`src/rtl/cpu_consts.sv`:
```
// Shared CPU pipeline constants and the writeback entry type used by the
// register-file write arbiter.
package cpu_consts;

    localparam int WB_FIFO_DEPTH = 4;
    localparam int STARVE_LIMIT  = 8;
    localparam int MULT_LATENCY  = 5;

    typedef struct packed {
        logic [4:0]  rd_addr;
        logic [63:0] data;
    } wb_entry_t;

endpackage

```
`src/rtl/wb_arbiter_if.sv`:
```
// Bus between the execute stage (multiplier + ALU) and the writeback arbiter.
// "master" is the execute-stage view, "slave" is the arbiter view.
interface wb_arbiter_if;

    logic        mult_issue_i;
    logic        mult_ready_o;

    logic        mult_valid_i;
    logic [4:0]  mult_rd_addr_i;
    logic        mult_rd_wr_en_i;
    logic [63:0] mult_res_i;

    logic        alu_valid_i;
    logic [4:0]  alu_rd_addr_i;
    logic        alu_rd_wr_en_i;
    logic [63:0] alu_res_i;
    logic        alu_stall_o;

    logic        rf_wr_en_o;
    logic [4:0]  rf_wr_addr_o;
    logic [63:0] rf_wr_data_o;

    modport master (
        output mult_issue_i, mult_valid_i, mult_rd_addr_i, mult_rd_wr_en_i, mult_res_i,
        output alu_valid_i, alu_rd_addr_i, alu_rd_wr_en_i, alu_res_i,
        input  mult_ready_o, alu_stall_o, rf_wr_en_o, rf_wr_addr_o, rf_wr_data_o
    );

    modport slave (
        input  mult_issue_i, mult_valid_i, mult_rd_addr_i, mult_rd_wr_en_i, mult_res_i,
        input  alu_valid_i, alu_rd_addr_i, alu_rd_wr_en_i, alu_res_i,
        output mult_ready_o, alu_stall_o, rf_wr_en_o, rf_wr_addr_o, rf_wr_data_o
    );

endinterface

```
`src/rtl/sync_fifo.sv`:
```
// Single-clock FIFO, generic in depth and entry type. The head entry is
// presented on pop_data whenever the FIFO is non-empty.
module sync_fifo #(
    parameter int  DEPTH   = 4,
    parameter type entry_t = logic [7:0],
    localparam int CW      = $clog2(DEPTH + 1)
) (
    input  logic          clk,
    input  logic          reset,
    input  logic          push,
    input  entry_t        push_data,
    input  logic          pop,
    output entry_t        pop_data,
    output logic          full,
    output logic          empty,
    output logic [CW-1:0] count
);

    localparam int AW = (DEPTH > 1) ? $clog2(DEPTH) : 1;

    entry_t        mem [DEPTH];
    logic [AW-1:0] wr_ptr;
    logic [AW-1:0] rd_ptr;
    logic          push_en;
    logic          pop_en;

    assign full     = (count == CW'(DEPTH));
    assign empty    = (count == '0);
    assign push_en  = push && !full;
    assign pop_en   = pop && !empty;
    assign pop_data = mem[rd_ptr];

    // NOTE: sequential state uses non-blocking assignments so every register
    // samples pre-edge values regardless of block ordering.
    always_ff @(posedge clk) begin
        if (reset) begin
            wr_ptr <= '0;
            rd_ptr <= '0;
            count  <= '0;
        end else begin
            if (push_en)
                wr_ptr <= (wr_ptr == AW'(DEPTH - 1)) ? '0 : wr_ptr + AW'(1);
            if (pop_en)
                rd_ptr <= (rd_ptr == AW'(DEPTH - 1)) ? '0 : rd_ptr + AW'(1);
            count <= count + CW'(push_en) - CW'(pop_en);
        end
    end

    // NOTE: storage is deliberately not reset; a slot is only read after count
    // shows it was written, so clearing it would cost flops for nothing.
    always_ff @(posedge clk) begin
        if (push_en)
            mem[wr_ptr] <= push_data;
    end

    a_no_overflow:  assert property (@(posedge clk) disable iff (reset) !(push && full));
    a_no_underflow: assert property (@(posedge clk) disable iff (reset) !(pop && empty));

endmodule

```
`src/rtl/wb_arbiter.sv`:
```
// Register-file write-port arbiter: ALU results have priority, buffered
// multiply results are forced through after STARVE_LIMIT-1 lost cycles.
module wb_arbiter #(
    parameter int WB_FIFO_DEPTH = cpu_consts::WB_FIFO_DEPTH,
    parameter int STARVE_LIMIT  = cpu_consts::STARVE_LIMIT
) (
    input logic          clk,
    input logic          reset,
    wb_arbiter_if.slave  bus
);

    import cpu_consts::wb_entry_t;

    localparam int CW = $clog2(WB_FIFO_DEPTH + 1);
    localparam int SW = (STARVE_LIMIT > 1) ? $clog2(STARVE_LIMIT) : 1;

    logic [CW-1:0] credit_q;
    logic [SW-1:0] starve_q;

    logic [CW-1:0] fifo_count;
    logic          fifo_full;
    logic          fifo_empty;
    wb_entry_t     head;
    wb_entry_t     mult_entry;

    logic          mult_discard;
    logic          mult_push;
    logic          alu_grant;
    logic          head_grant;

    // NOTE: every always_comb output gets a default first so no path can
    // leave it unassigned and infer a latch.
    always_comb begin
        mult_discard        = 1'b0;
        mult_push           = 1'b0;
        mult_entry.rd_addr  = bus.mult_rd_addr_i;
        mult_entry.data     = bus.mult_res_i;
        if (bus.mult_valid_i) begin
            mult_discard = !bus.mult_rd_wr_en_i || (bus.mult_rd_addr_i == '0);
            mult_push    = !mult_discard;
        end
    end

    // A starving head takes the port and stalls the ALU for this cycle.
    assign bus.alu_stall_o  = !fifo_empty && (starve_q == SW'(STARVE_LIMIT - 1));
    assign bus.mult_ready_o = (credit_q < CW'(WB_FIFO_DEPTH));
    assign alu_grant        = bus.alu_valid_i && !bus.alu_stall_o;
    assign head_grant       = !alu_grant && !fifo_empty;

    sync_fifo #(
        .DEPTH   (WB_FIFO_DEPTH),
        .entry_t (wb_entry_t)
    ) u_fifo (
        .clk       (clk),
        .reset     (reset),
        .push      (mult_push),
        .push_data (mult_entry),
        .pop       (head_grant),
        .pop_data  (head),
        .full      (fifo_full),
        .empty     (fifo_empty),
        .count     (fifo_count)
    );

    always_ff @(posedge clk) begin
        if (reset) begin
            credit_q         <= '0;
            starve_q         <= '0;
            bus.rf_wr_en_o   <= 1'b0;
            bus.rf_wr_addr_o <= '0;
            bus.rf_wr_data_o <= '0;
        end else begin
            // Credits track in-flight multiplies plus buffered results.
            credit_q <= credit_q + CW'(bus.mult_issue_i) - CW'(head_grant) - CW'(mult_discard);

            if (fifo_empty || head_grant)
                starve_q <= '0;
            else
                starve_q <= starve_q + SW'(1);

            if (alu_grant) begin
                bus.rf_wr_en_o   <= bus.alu_rd_wr_en_i && (bus.alu_rd_addr_i != '0);
                bus.rf_wr_addr_o <= bus.alu_rd_addr_i;
                bus.rf_wr_data_o <= bus.alu_res_i;
            end else if (head_grant) begin
                bus.rf_wr_en_o   <= 1'b1;
                bus.rf_wr_addr_o <= head.rd_addr;
                bus.rf_wr_data_o <= head.data;
            end else begin
                bus.rf_wr_en_o   <= 1'b0;
            end
        end
    end

    a_issue_needs_credit: assert property (@(posedge clk) disable iff (reset)
        !(bus.mult_issue_i && !bus.mult_ready_o));
    a_credit_covers_fifo: assert property (@(posedge clk) disable iff (reset)
        fifo_count <= credit_q);
    a_push_not_full:      assert property (@(posedge clk) disable iff (reset)
        !(mult_push && fifo_full));

endmodule
```
`src/flat_wrapper.sv`:
```
// flat-port wrapper written by rule: the top's interface ports become plain ports
module wb_arbiter_flat import cpu_consts::wb_entry_t;
#(
    parameter int WB_FIFO_DEPTH = cpu_consts::WB_FIFO_DEPTH,
    parameter int STARVE_LIMIT  = cpu_consts::STARVE_LIMIT
)
  (clk, reset, bus_mult_issue_i, bus_mult_valid_i, bus_mult_rd_addr_i, bus_mult_rd_wr_en_i, bus_mult_res_i, bus_alu_valid_i, bus_alu_rd_addr_i, bus_alu_rd_wr_en_i, bus_alu_res_i, bus_mult_ready_o, bus_alu_stall_o, bus_rf_wr_en_o, bus_rf_wr_addr_o, bus_rf_wr_data_o);
  wb_arbiter_if bus_i ();
  input logic clk;
  input logic reset;
  input wire logic [$bits(bus_i.mult_issue_i)-1:0] bus_mult_issue_i;
  input wire logic [$bits(bus_i.mult_valid_i)-1:0] bus_mult_valid_i;
  input wire logic [$bits(bus_i.mult_rd_addr_i)-1:0] bus_mult_rd_addr_i;
  input wire logic [$bits(bus_i.mult_rd_wr_en_i)-1:0] bus_mult_rd_wr_en_i;
  input wire logic [$bits(bus_i.mult_res_i)-1:0] bus_mult_res_i;
  input wire logic [$bits(bus_i.alu_valid_i)-1:0] bus_alu_valid_i;
  input wire logic [$bits(bus_i.alu_rd_addr_i)-1:0] bus_alu_rd_addr_i;
  input wire logic [$bits(bus_i.alu_rd_wr_en_i)-1:0] bus_alu_rd_wr_en_i;
  input wire logic [$bits(bus_i.alu_res_i)-1:0] bus_alu_res_i;
  output wire logic [$bits(bus_i.mult_ready_o)-1:0] bus_mult_ready_o;
  output wire logic [$bits(bus_i.alu_stall_o)-1:0] bus_alu_stall_o;
  output wire logic [$bits(bus_i.rf_wr_en_o)-1:0] bus_rf_wr_en_o;
  output wire logic [$bits(bus_i.rf_wr_addr_o)-1:0] bus_rf_wr_addr_o;
  output wire logic [$bits(bus_i.rf_wr_data_o)-1:0] bus_rf_wr_data_o;
  assign bus_i.mult_issue_i = bus_mult_issue_i;
  assign bus_i.mult_valid_i = bus_mult_valid_i;
  assign bus_i.mult_rd_addr_i = bus_mult_rd_addr_i;
  assign bus_i.mult_rd_wr_en_i = bus_mult_rd_wr_en_i;
  assign bus_i.mult_res_i = bus_mult_res_i;
  assign bus_i.alu_valid_i = bus_alu_valid_i;
  assign bus_i.alu_rd_addr_i = bus_alu_rd_addr_i;
  assign bus_i.alu_rd_wr_en_i = bus_alu_rd_wr_en_i;
  assign bus_i.alu_res_i = bus_alu_res_i;
  assign bus_mult_ready_o = bus_i.mult_ready_o;
  assign bus_alu_stall_o = bus_i.alu_stall_o;
  assign bus_rf_wr_en_o = bus_i.rf_wr_en_o;
  assign bus_rf_wr_addr_o = bus_i.rf_wr_addr_o;
  assign bus_rf_wr_data_o = bus_i.rf_wr_data_o;
  wb_arbiter #(.WB_FIFO_DEPTH(WB_FIFO_DEPTH), .STARVE_LIMIT(STARVE_LIMIT)) u_core (.clk(clk), .reset(reset), .bus(bus_i));
endmodule
```
`config.mk`:
```
export PLATFORM = sky130hd
export DESIGN_NAME = wb_arbiter_flat
export DESIGN_NICKNAME = d
export VERILOG_FILES = /design/src/rtl/cpu_consts.sv /design/src/rtl/wb_arbiter_if.sv /design/src/rtl/sync_fifo.sv /design/src/rtl/wb_arbiter.sv /design/src/flat_wrapper.sv
export SDC_FILE = /design/constraint.sdc
export NUM_CORES = 1
export LEC_CHECK = 0
export CORE_MARGIN = 5
export CORE_UTILIZATION = 50
export CTS_CLUSTER_SIZE = 28
export DETAILED_ROUTE_END_ITERATION = 6
export GPL_ROUTABILITY_DRIVEN = 0
export MAX_ROUTING_LAYER = met4
export PLACE_DENSITY = 0.76
export SLEW_MARGIN = 20
export SYNTH_ARGS = -nofsm -noshare
export SYNTH_HDL_FRONTEND = slang
export SYNTH_SLANG_ARGS = --single-unit
```
`constraint.sdc`:
```
create_clock -name clk -period 5.11 [get_ports clk]
set_clock_uncertainty 0.1 [all_clocks]
set_input_delay 1.533 -clock clk [delete_from_list [all_inputs] [get_ports clk]]
set_output_delay 1.533 -clock clk [all_outputs]
set_load 0.005 [all_outputs]
```
==> flow_summary.ini <==
[outcome]
status = finished clean

[floorplanning]
ioPinCount = 217
initial_core_util_pct = 51.0
die_area_um2 = 30000
die_x_um = 173
core_area_um2 = 26100
rows = 59
fp.dieH_um = 173

[logic_synthesis]
postSynthCellCount = 750
synth_seq_area_share_pct = 75.0
synth_fa_ha_area_share_pct = 1.43
synth_cell_types = 33
muxShareOfSynthArea_pct = 11.8
syn_area_um2 = 13300
synth-compound-area-share_pct = 4.30
synth-simple-area-share_pct = 5.42
synth_xor_xnor_area_share_pct = 0.263
syn-num-nets = 909
syn_area_per_cell_um2 = 17.8
yosysWarnings = 0
ys_seq_elements = 361
synth_top_family_by_area = multiplexers

[clocking]
cts_buffers = 38
clkTransAtPathRegs_ns = 0.06
clkSinkCount = 361
postCtsSetupBuffers = 0
cts_root_buffer = clkbuf_16
clk_path_buf_depth = 3
cts_tree = yes
holdBufCountCts = 0
clock_latency_ns = 0.51
cts_resized = 0
ctsHtreeMaxLevel = 2

[worst_setup_path]
path_class = input pin to register
crit_slowest_cell = clkdlybuf4s50_1
cp.required_ns = 5.38
reg2reg_slack_ns = 2.40
crit_fanout = 7
max_stage_delay_ns = 0.59
end_kind = register
worstSetupStartpointType = input pin
crit_chain = clkdlybuf4s50_1 > or4_1 > o21ai_1 > a211oi_2 > inv_2 > ha_1 > inv_1 > ha_1 > fa_1 > xnor2_1 > xnor2_1 > nor2_1
critPathArrivalTime_ns = 4.26

[grt]
grt_pass1_wl_um = 43600
grt-ovfl-total = 0
grt_pass1_vias = 7770
antenna_found_initial = 2
grt_usage_pct = 18.9
grt_max_degree = 71

[pwr]
power_density_nw_per_um2 = 439
p_switching_w = 0.00176
p_leak_nw = 5.95
clkPwrFrac_pct = 35.8
intPower_w = 0.00579
p_comb_share_pct = 16.3
peakVddDrop_uv = 270
swShare_pct = 23.3
power_frac_seq_pct = 47.9

[place]
dpl_cell_area_um2 = 15900
portBuffers = 216
dp_hpwl_um = 17500

[detailed_routing]
dr.pass1.iters = 5
wl_per_cell_um = 20.4
num_vias = 7398
drc_errors = 0
postRouteAntennaNets = 0
post_drt_via_cell_ratio = 5.46
drt-total-wl_um = 27700
drt-initial-drc-count = 548

[finish]
multi_input_area_um2 = 3120
area_growth_pct = 29.1
final_common_cell = edfxtp_1
final_util_pct = 65.8
fillers = 1806
final_cell_mix = edfxtp_1 (276), clkdlybuf4s50_1 (216), nand2_1 (142)
drive_above_1_share_pct = 15.5
seq_area_um2 = 10000
nets = 1148
stdcell_area_um2 = 17200

[sta]
final-hold-violation-count = 0
min_period_over_period_pct = 78.1
rsz0062_at_grt = no
clock.fmax_ghz = 0.251
setup_viol = 0
fin_crit_ns = 3.99
drv_slew = 0
fin_hold_ws_ns = 0.333
setup-tns-final_ns = 0
slew_headroom_pct = 27.9
tightest_slew_ns = 1.08

[flow_run]
drv_cap = 0

[worst_hold_path]
min_path_type = register to register
[layout make-up]
class                           count  share of cell area (%)
Sequential cell                   361                    58.2
Multi-Input combinational cell    338                    18.2
Timing Repair Buffer              238                    13.6
Clock buffer                       56                    6.65
Tap cell                          335                    2.44
Clock inverter                     14                   0.677
Inverter                           12                   0.262
Antenna cell                        2                  0.0291
[cell usage after synthesis (all sizes together)]
cell | n | share of area (%)
dfxtp | 85 | 13
inv | 12 | 0.34
buf | 24 | 0.98
nor3 | 5 | 0.27
and2 | 6 | 0.28
clkbuf | 15 | 0.42
mux4 | 69 | 12
ha | 12 | 1.1
nor3b | 2 | 0.19
fa | 2 | 0.30
nor2 | 7 | 0.20
nor4 | 1 | 0.047
nor2b | 5 | 0.23
o21ai | 3 | 0.11
xnor2 | 3 | 0.20
a21oi | 2 | 0.075
edfxtp | 276 | 62
o31a | 1 | 0.066
a31o | 1 | 0.066
mux2 | 1 | 0.085
mux2i | 1 | 0.075
nand2b | 3 | 0.14
a211oi | 1 | 0.094
xor2 | 1 | 0.066
a22oi | 69 | 3.9
nand2 | 142 | 4.0
or4 | 1 | 0.056
[kinds of logic after synthesis]
family | Yosys count
AO/OA/AOI/OAI | 77
XOR/XNOR | 4
adder cells (fa/ha/maj) | 14
buffers and inverters | 51
flip-flops | 361
multiplexers | 71
AND/OR/NAND/NOR | 172
[routing by layer]
layer | GRT usage [%] | wire length (um)
met5 | - | 0
met4 | 4.49 | 481
met3 | 3.91 | 1720
met2 | 31.9 | 14200
met1 | 23.9 | 11300
[power by group through the flow]
| stage | clock (W) | sequential, W | combinational, W |
|---|---|---|---|
| 2_1_floorplan | 0 | 0.00357 | 0.000749 |
| 3_3_place_gp | 0 | 0.00368 | 0.00123 |
| 3_5_place_dp | 0 | 0.00369 | 0.00124 |
| 4_1_cts | 0.00276 | 0.00363 | 0.00125 |
| 5_1_grt | 0.00290 | 0.00366 | 0.00134 |
| 6_report | 0.00270 | 0.00362 | 0.00123 |
[sequential cells by signal, summed over array words and instances (netlist names), named ones only]
| name | count |
|---|---|
| u_core.u_fifo.rd_ptr | 2 |
| u_core.starve_q | 3 |
| u_core.bus.rf_wr_en_o | 1 |
| u_core.u_fifo.count | 3 |
| u_core.bus.rf_wr_data_o | 64 |
| u_core.bus.rf_wr_addr_o | 5 |
| u_core.credit_q | 3 |
| u_core.u_fifo.wr_ptr | 2 |
| u_core.u_fifo.mem | 276 |
[metrics by stage]
stage / total power, W / setup WS [ns] / instances
floorplan: 0.00432 / 0.801 / 750
global placement: 0.00490 / 0.650 / 1284
detailed placement: 0.00493 / 0.588 / 1284
CTS: 0.00764 / 1.12 / 1354
global route: 0.00789 / 0.917 / 1356
finish: 0.00755 / 1.12 / 1356
[worst max-delay path, delay by kind of cell]
| kind | cells | cell delay, ns |
|---|---|---|
| fa+ha+maj | 3 | 0.88 |
| buf+inv | 3 | 0.68 |
| compound gates | 2 | 0.64 |
| xor+xnor | 2 | 0.33 |
| simple gates | 2 | 0.20 |
[final timing paths]
kind	start	to	cells after the start
worst max-delay path	bus_mult_rd_addr_i[2]	u_core.u_fifo.count[2]	12
worst min-delay path	u_core.bus.rf_wr_data_o[44]	u_core.bus.rf_wr_data_o[44]	2
worst min register to register	u_core.bus.rf_wr_data_o[44]	u_core.bus.rf_wr_data_o[44]	2
worst max register to register	u_core.starve_q[0]	u_core.u_fifo.count[2]	11
Power figures use the tool's default switching activity.
